[config.mk]
export PLATFORM = sky130hd
export DESIGN_NAME = svo_stream_mux
export DESIGN_NICKNAME = d
export VERILOG_FILES = /design/src/rtl/svo_stream_pkg.sv /design/src/rtl/svo_axis_reg.sv /design/src/rtl/svo_stream_mux.sv
export SDC_FILE = /design/constraint.sdc
export NUM_CORES = 1
export LEC_CHECK = 0
export CORE_ASPECT_RATIO = 0.75
export CORE_MARGIN = 2
export CORE_UTILIZATION = 46
export CTS_CLUSTER_SIZE = 20
export DETAILED_ROUTE_END_ITERATION = 7
export GPL_TIMING_DRIVEN = 0
export PLACE_DENSITY_LB_ADDON = 0.15
export SLEW_MARGIN = 0
export SYNTH_ARGS = -nofsm -noshare
export SYNTH_HDL_FRONTEND = slang
export SYNTH_SLANG_ARGS = --single-unit
[constraint.sdc]
create_clock -name clk -period 6.64 [get_ports clk]
set_clock_uncertainty 0.1 [all_clocks]
set_input_delay 1.992 -clock clk [delete_from_list [all_inputs] [get_ports clk]]
set_output_delay 1.992 -clock clk [all_outputs]
set_load 0.03 [all_outputs]
[src/rtl/svo_stream_pkg.sv]
// Shared definitions for the SVO stream blocks: scheduler state encoding,
// source IDs and the width helper used to size counters.
package svo_stream_pkg;

  typedef enum logic {
    ST_SYNC = 1'b0,
    ST_PASS = 1'b1
  } smux_state_t;

  localparam logic SRC_TCARD = 1'b0;
  localparam logic SRC_FB    = 1'b1;

  // Bits needed to hold 0..value-1, never less than one.
  function automatic int clog2(input int value);
    int r;
    r = 0;
    for (int i = 0; i < 31; i++) begin
      if (((value - 1) >> i) != 0) r = i + 1;
    end
    return (r == 0) ? 1 : r;
  endfunction

endpackage

[src/rtl/svo_axis_reg.sv]
// One-stage AXI-stream register slice (tvalid/tready/tdata/tuser) shared by
// the SVO stream blocks. The slot reloads whenever it is empty or being drained.
module svo_axis_reg #(
  parameter int DATA_W = 24
) (
  input  logic              clk,
  input  logic              resetn,
  input  logic              s_tvalid,
  output logic              s_tready,
  input  logic [DATA_W-1:0] s_tdata,
  input  logic              s_tuser,
  output logic              m_tvalid,
  input  logic              m_tready,
  output logic [DATA_W-1:0] m_tdata,
  output logic              m_tuser
);

  logic              r_valid;
  logic [DATA_W-1:0] r_data;
  logic              r_user;

  assign s_tready = !r_valid || m_tready;
  assign m_tvalid = r_valid;
  assign m_tdata  = r_data;
  assign m_tuser  = r_user;

  always_ff @(posedge clk) begin
    if (!resetn) begin
      r_valid <= 1'b0;
      r_data  <= '0;
      r_user  <= 1'b0;
    end else if (s_tready) begin
      r_valid <= s_tvalid;
      // tuser is dropped on empty loads so a stale SOF flag never lingers
      r_user  <= s_tvalid & s_tuser;
      if (s_tvalid) r_data <= s_tdata;
    end
  end

endmodule

[src/rtl/svo_stream_mux.sv]
// Frame-aligned two-source scheduler for the SVO output stream with a
// starvation watchdog on source 1. Define SVO_SMUX_DRAIN_INACTIVE_EN to drain the idle source.
module svo_stream_mux
  import svo_stream_pkg::*;
#(
  parameter int SVO_BITS_PER_PIXEL = 24,
  parameter int TIMEOUT            = 4096
) (
  input  logic                          clk,
  input  logic                          resetn,
  input  logic                          sel_req,
  input  logic                          in0_axis_tvalid,
  output logic                          in0_axis_tready,
  input  logic [SVO_BITS_PER_PIXEL-1:0] in0_axis_tdata,
  input  logic                          in0_axis_tuser,
  input  logic                          in1_axis_tvalid,
  output logic                          in1_axis_tready,
  input  logic [SVO_BITS_PER_PIXEL-1:0] in1_axis_tdata,
  input  logic                          in1_axis_tuser,
  output logic                          out_axis_tvalid,
  input  logic                          out_axis_tready,
  output logic [SVO_BITS_PER_PIXEL-1:0] out_axis_tdata,
  output logic                          out_axis_tuser,
  output logic                          active_src,
  output logic                          locked,
  output logic                          fallback
);

  localparam int               WD_W    = clog2(TIMEOUT);
  localparam logic [WD_W-1:0]  WD_FIRE = WD_W'(TIMEOUT - 1);

  smux_state_t r_state, w_state_nxt;
  logic        r_active_src, w_active_nxt;
  logic        r_fallback, w_fallback_nxt;
  logic [WD_W-1:0] r_wd, w_wd_nxt;

  logic                          w_load;
  logic                          w_act_valid;
  logic                          w_act_sof;
  logic                          w_act_ready;
  logic [SVO_BITS_PER_PIXEL-1:0] w_act_data;
  logic                          w_eff_sel;
  logic                          w_starved;
  logic                          w_beat;
  logic                          w_idle_ready;

`ifdef SVO_SMUX_DRAIN_INACTIVE_EN
  assign w_idle_ready = 1'b1;
`else
  assign w_idle_ready = 1'b0;
`endif

  assign w_act_valid = (r_active_src == SRC_FB) ? in1_axis_tvalid : in0_axis_tvalid;
  assign w_act_sof   = (r_active_src == SRC_FB) ? in1_axis_tuser  : in0_axis_tuser;
  assign w_act_data  = (r_active_src == SRC_FB) ? in1_axis_tdata  : in0_axis_tdata;

  // After a watchdog fallback, a request for source 1 is ignored until sel_req drops.
  assign w_eff_sel = sel_req & ~r_fallback;
  assign w_starved = (r_active_src == SRC_FB) && !in1_axis_tvalid &&
                     ((r_state == ST_SYNC) || w_load);
  assign w_beat    = (r_state == ST_PASS) && w_act_valid && w_act_ready;

  assign in0_axis_tready = (r_active_src == SRC_TCARD) ? w_act_ready : w_idle_ready;
  assign in1_axis_tready = (r_active_src == SRC_FB)    ? w_act_ready : w_idle_ready;

  assign active_src = r_active_src;
  assign locked     = (r_state == ST_PASS);
  assign fallback   = r_fallback;

  always_comb begin
    w_state_nxt    = r_state;
    w_active_nxt   = r_active_src;
    w_fallback_nxt = r_fallback & sel_req;
    w_wd_nxt       = r_wd;
    w_act_ready    = 1'b0;
    case (r_state)
      ST_SYNC: begin
        // Discard until SOF; the SOF beat itself is held for PASS to take.
        w_act_ready = !w_act_sof;
        if (w_eff_sel != r_active_src)      w_active_nxt = w_eff_sel;
        else if (w_act_valid && w_act_sof)  w_state_nxt  = ST_PASS;
      end
      default: begin
        if (w_act_valid && w_act_sof && (w_eff_sel != r_active_src)) begin
          w_active_nxt = w_eff_sel;
          w_state_nxt  = ST_SYNC;
        end else begin
          w_act_ready = w_load;
        end
      end
    endcase
    // Watchdog is evaluated last so it overrides a same-cycle SOF switch.
    if ((r_active_src != SRC_FB) || in1_axis_tvalid) begin
      w_wd_nxt = '0;
    end else if (w_starved) begin
      if (r_wd == WD_FIRE) begin
        w_active_nxt   = SRC_TCARD;
        w_fallback_nxt = 1'b1;
        w_state_nxt    = ST_SYNC;
        w_wd_nxt       = '0;
      end else begin
        w_wd_nxt = r_wd + 1'b1;
      end
    end
    if (w_active_nxt != r_active_src) w_wd_nxt = '0;
  end

  always_ff @(posedge clk) begin
    if (!resetn) begin
      r_state      <= ST_SYNC;
      r_active_src <= SRC_TCARD;
      r_fallback   <= 1'b0;
      r_wd         <= '0;
    end else begin
      r_state      <= w_state_nxt;
      r_active_src <= w_active_nxt;
      r_fallback   <= w_fallback_nxt;
      r_wd         <= w_wd_nxt;
    end
  end

  svo_axis_reg #(
    .DATA_W (SVO_BITS_PER_PIXEL)
  ) u_out_reg (
    .clk      (clk),
    .resetn   (resetn),
    .s_tvalid (w_beat),
    .s_tready (w_load),
    .s_tdata  (w_act_data),
    .s_tuser  (w_act_sof),
    .m_tvalid (out_axis_tvalid),
    .m_tready (out_axis_tready),
    .m_tdata  (out_axis_tdata),
    .m_tuser  (out_axis_tuser)
  );

endmodule
==> metrics.txt <==
status=completed; via/cell ratio=5.243; Synth Register Bits=41; CORE AREA=~4400 um^2; Remaining Overflow, GRT=0; CP Capture Type=output port; vias in the first global route=~1700; die area=about 5000 um^2; initial antenna violation count=0; DRT iter0 DRCs=roughly 70; leakage power=1.142 nW; row cnt=21; Clk Latency, worst-skew pair=0.28 ns; Longest Clk Path Bufs=2; Max VDD drop=around 140 uV; main flop type after synthesis=dfxtp_1; hold slack=roughly 0.38 ns; Post-route DRC=0; Port-buffer cells=between 80 and 90; RR Startpoint=active_src; Fin. Hold Viols=0; Die Wd=around 80 um; first-pass GRT wire length=about 7.7 mm; share of post-route cells with drive strength above 1=between 10% and 20%; CP required=4.55 ns; nets=between 300 and 400; Netlist cell types=37; asr flop ratio synth=0%; Final Instance Area=between 3000 and 4000 um^2; Peak Freq=156.4 MHz; Detail Route met2 WL=2.272 mm; TritonCTS buffer count=5; crit path DAT=approximately 4.3 ns; FF-to-FF setup slack=~3.4 ns; Final GP Congestion=between 0.8 and 0.9; CP delay by family, top=buffers and inverters; syn avg cell area=9.280 um^2; Buf/Inv on CP=3; reg-to-reg endpoint=u_out_reg.m_tdata[9]; Slew HR=approximately 56%; max cap viols=0; HP Class=flop to flop; Cell Area, Placed=about 3000 um^2; Crit path depth=8; DP HPWL=between 4 and 5 mm; RSZ-0062 raised after global routing=no; synth warn=0; Cell Pwr Density=~200 nW/um^2; slowest CP cell=clkdlybuf4s50_1; Worst Hold Depth=2; diodes inserted=0; Final Cycle Share=between 90% and 100%; cells on worst reg2reg path=9; routed len/inst=between 10 and 15 um; Netlist Area Pre-Place=approximately 2100 um^2; Layout area overhead=51.21%; Crit path largest cell delay=roughly 0.61 ns; Post-CTS Hold Buffers=0; setup violators final=0; Max FO, Critical Path=10; Post-synth EDFFs=0; I/O pins=slightly below 90; min Tclk post-route=6.392 ns; all-layer global routing usage=20.08%; CTS root buffer=clkbuf_8; commonest cells after routing, fill and taps aside=clkdlybuf4s50_1, dfxtp_1, nand2_1; post-route setup TNS=0 ns; critical path class=input port to output port; Seq/Total Area, Yosys=between 30% and 40%; worst slew pin tran=about 0.66 ns; Highest Signal Layer=met4; syn_nets=roughly 280; drt total wl=a little over 5 mm; CP Cell Sequence=clkdlybuf4s50_1, nor2b_1, ha_1, a21oi_1, nand3b_1, clkbuf_2, a21oi_1, clkdlybuf4s50_1; TritonRoute pass-1 iters=4; # clock sinks=a little over 40; largest net degree at the start of global routing=13; Hold Path Sink=u_out_reg.m_tuser; Final Util=71.31%; TritonCTS clock tree=yes; Final Max Slew Viols=0; die height=between 60 and 70 um; detailed-route via count=approximately 2000; Gate Count Post-Synth=about 220; H-tree depth=2; Startpoint Class=input port; fillcell total=339; DRT antenna net count=0; DR WL met3=roughly 430 um; Initial Util=between 40% and 50%; critical path startpoint=sel_req; routed length on met1=between 2 and 2.5 mm; commonest non-fill, non-tap cell in the layout=clkdlybuf4s50_1; min-delay src=u_out_reg.m_tuser; Reg clk slew, reported paths=roughly 0.070 ns
==> cells in the mapped netlist (4+ instances only) <==
cell type	instances	area, um^2
or3_1	4	25.02
nor2_1	10	37.54
nand3_1	8	40.04
a21oi_1	8	40.04
dfxtp_1	41	820.8
or2_2	4	25.02
nand3b_1	4	30.03
nand2_1	33	123.9
o21ai_0	5	25.02
xnor2_1	4	35.03
mux2i_1	24	240.2
nand4_1	4	25.02
clkbuf_1	10	37.54
o221a_2	24	270.3
==> stage by stage <==
step                worst slack, ns  power [mW]  instances
global placement            -0.1048      0.4260        366
detailed placement         -0.09953      0.4276        366
floorplan                     1.041      0.3562        223
finish                       0.2476      0.6262        375
CTS                         0.01317      0.6295        374
global route                 0.1088      0.6548        375
==> cell type report <==
type / instances / area, um^2 / share of cell area [%]
multi-input combinational: 163 / 1159 / 37.03
tap: 57 / 71.32 / 2.279
timing repair buffer: 87 / 870.8 / 27.83
buffer: 16 / 80.08 / 2.559
clock buffer: 7 / 86.33 / 2.759
inverter: 3 / 11.26 / 0.3599
sequential: 41 / 820.8 / 26.23
clock inverter: 1 / 30.03 / 0.9596
==> power by group <==
part / switching [mW] / total [mW] / leakage (nW) / internal, mW
combinational: 0.0782 / 0.161 / 0.752 / 0.0827
clock: 0.0812 / 0.204 / 0.0585 / 0.123
sequential: 0.00569 / 0.262 / 0.332 / 0.256
==> registers in the layout (all words and copies together) (netlist names) <==
| name | cells |
|---|---|
| fallback | 1 |
| r_wd | 12 |
| locked | 1 |
| u_out_reg.m_tdata | 24 |
| u_out_reg.m_tuser | 1 |
| active_src | 1 |
| u_out_reg.m_tvalid | 1 |
==> cell families after synthesis <==
group,synth area share [%]
xor+xnor,2.539
flops,39.66
simple gates,20.07
fa+ha+maj,1.814
buf+inv,4.353
compound gates,18.86
mux,12.70
==> timing repair <==
item	4_1_cts	5_1_grt
resized for setup	1	1
buffers inserted	0	1
endpoints found under the setup margin	2	2
==> layer usage <==
layer	track usage (%)	vias to the layer above
li1	-	1010
met1	27.87	890
met2	31.15	61
met3	5.202	5
met4	5.811	0
met5	0	-
==> worst max-delay path by stage <==
stage,slack (ns),endpoint
2_1_floorplan,1.04,in0_axis_tready
4_1_cts,0.01,in0_axis_tready
5_1_grt,0.11,in1_axis_tready
6_report,0.25,in1_axis_tready
3_3_place_gp,-0.10,in0_axis_tready
3_5_place_dp,-0.1,in0_axis_tready
==> tightest hold or removal path, stage by stage, from the launching register on <==
cell and delay [ns]:
dfxtp_1 0.31, nand2_1 0.05, a21boi_0 0.07
Power figures use the tool's default switching activity.
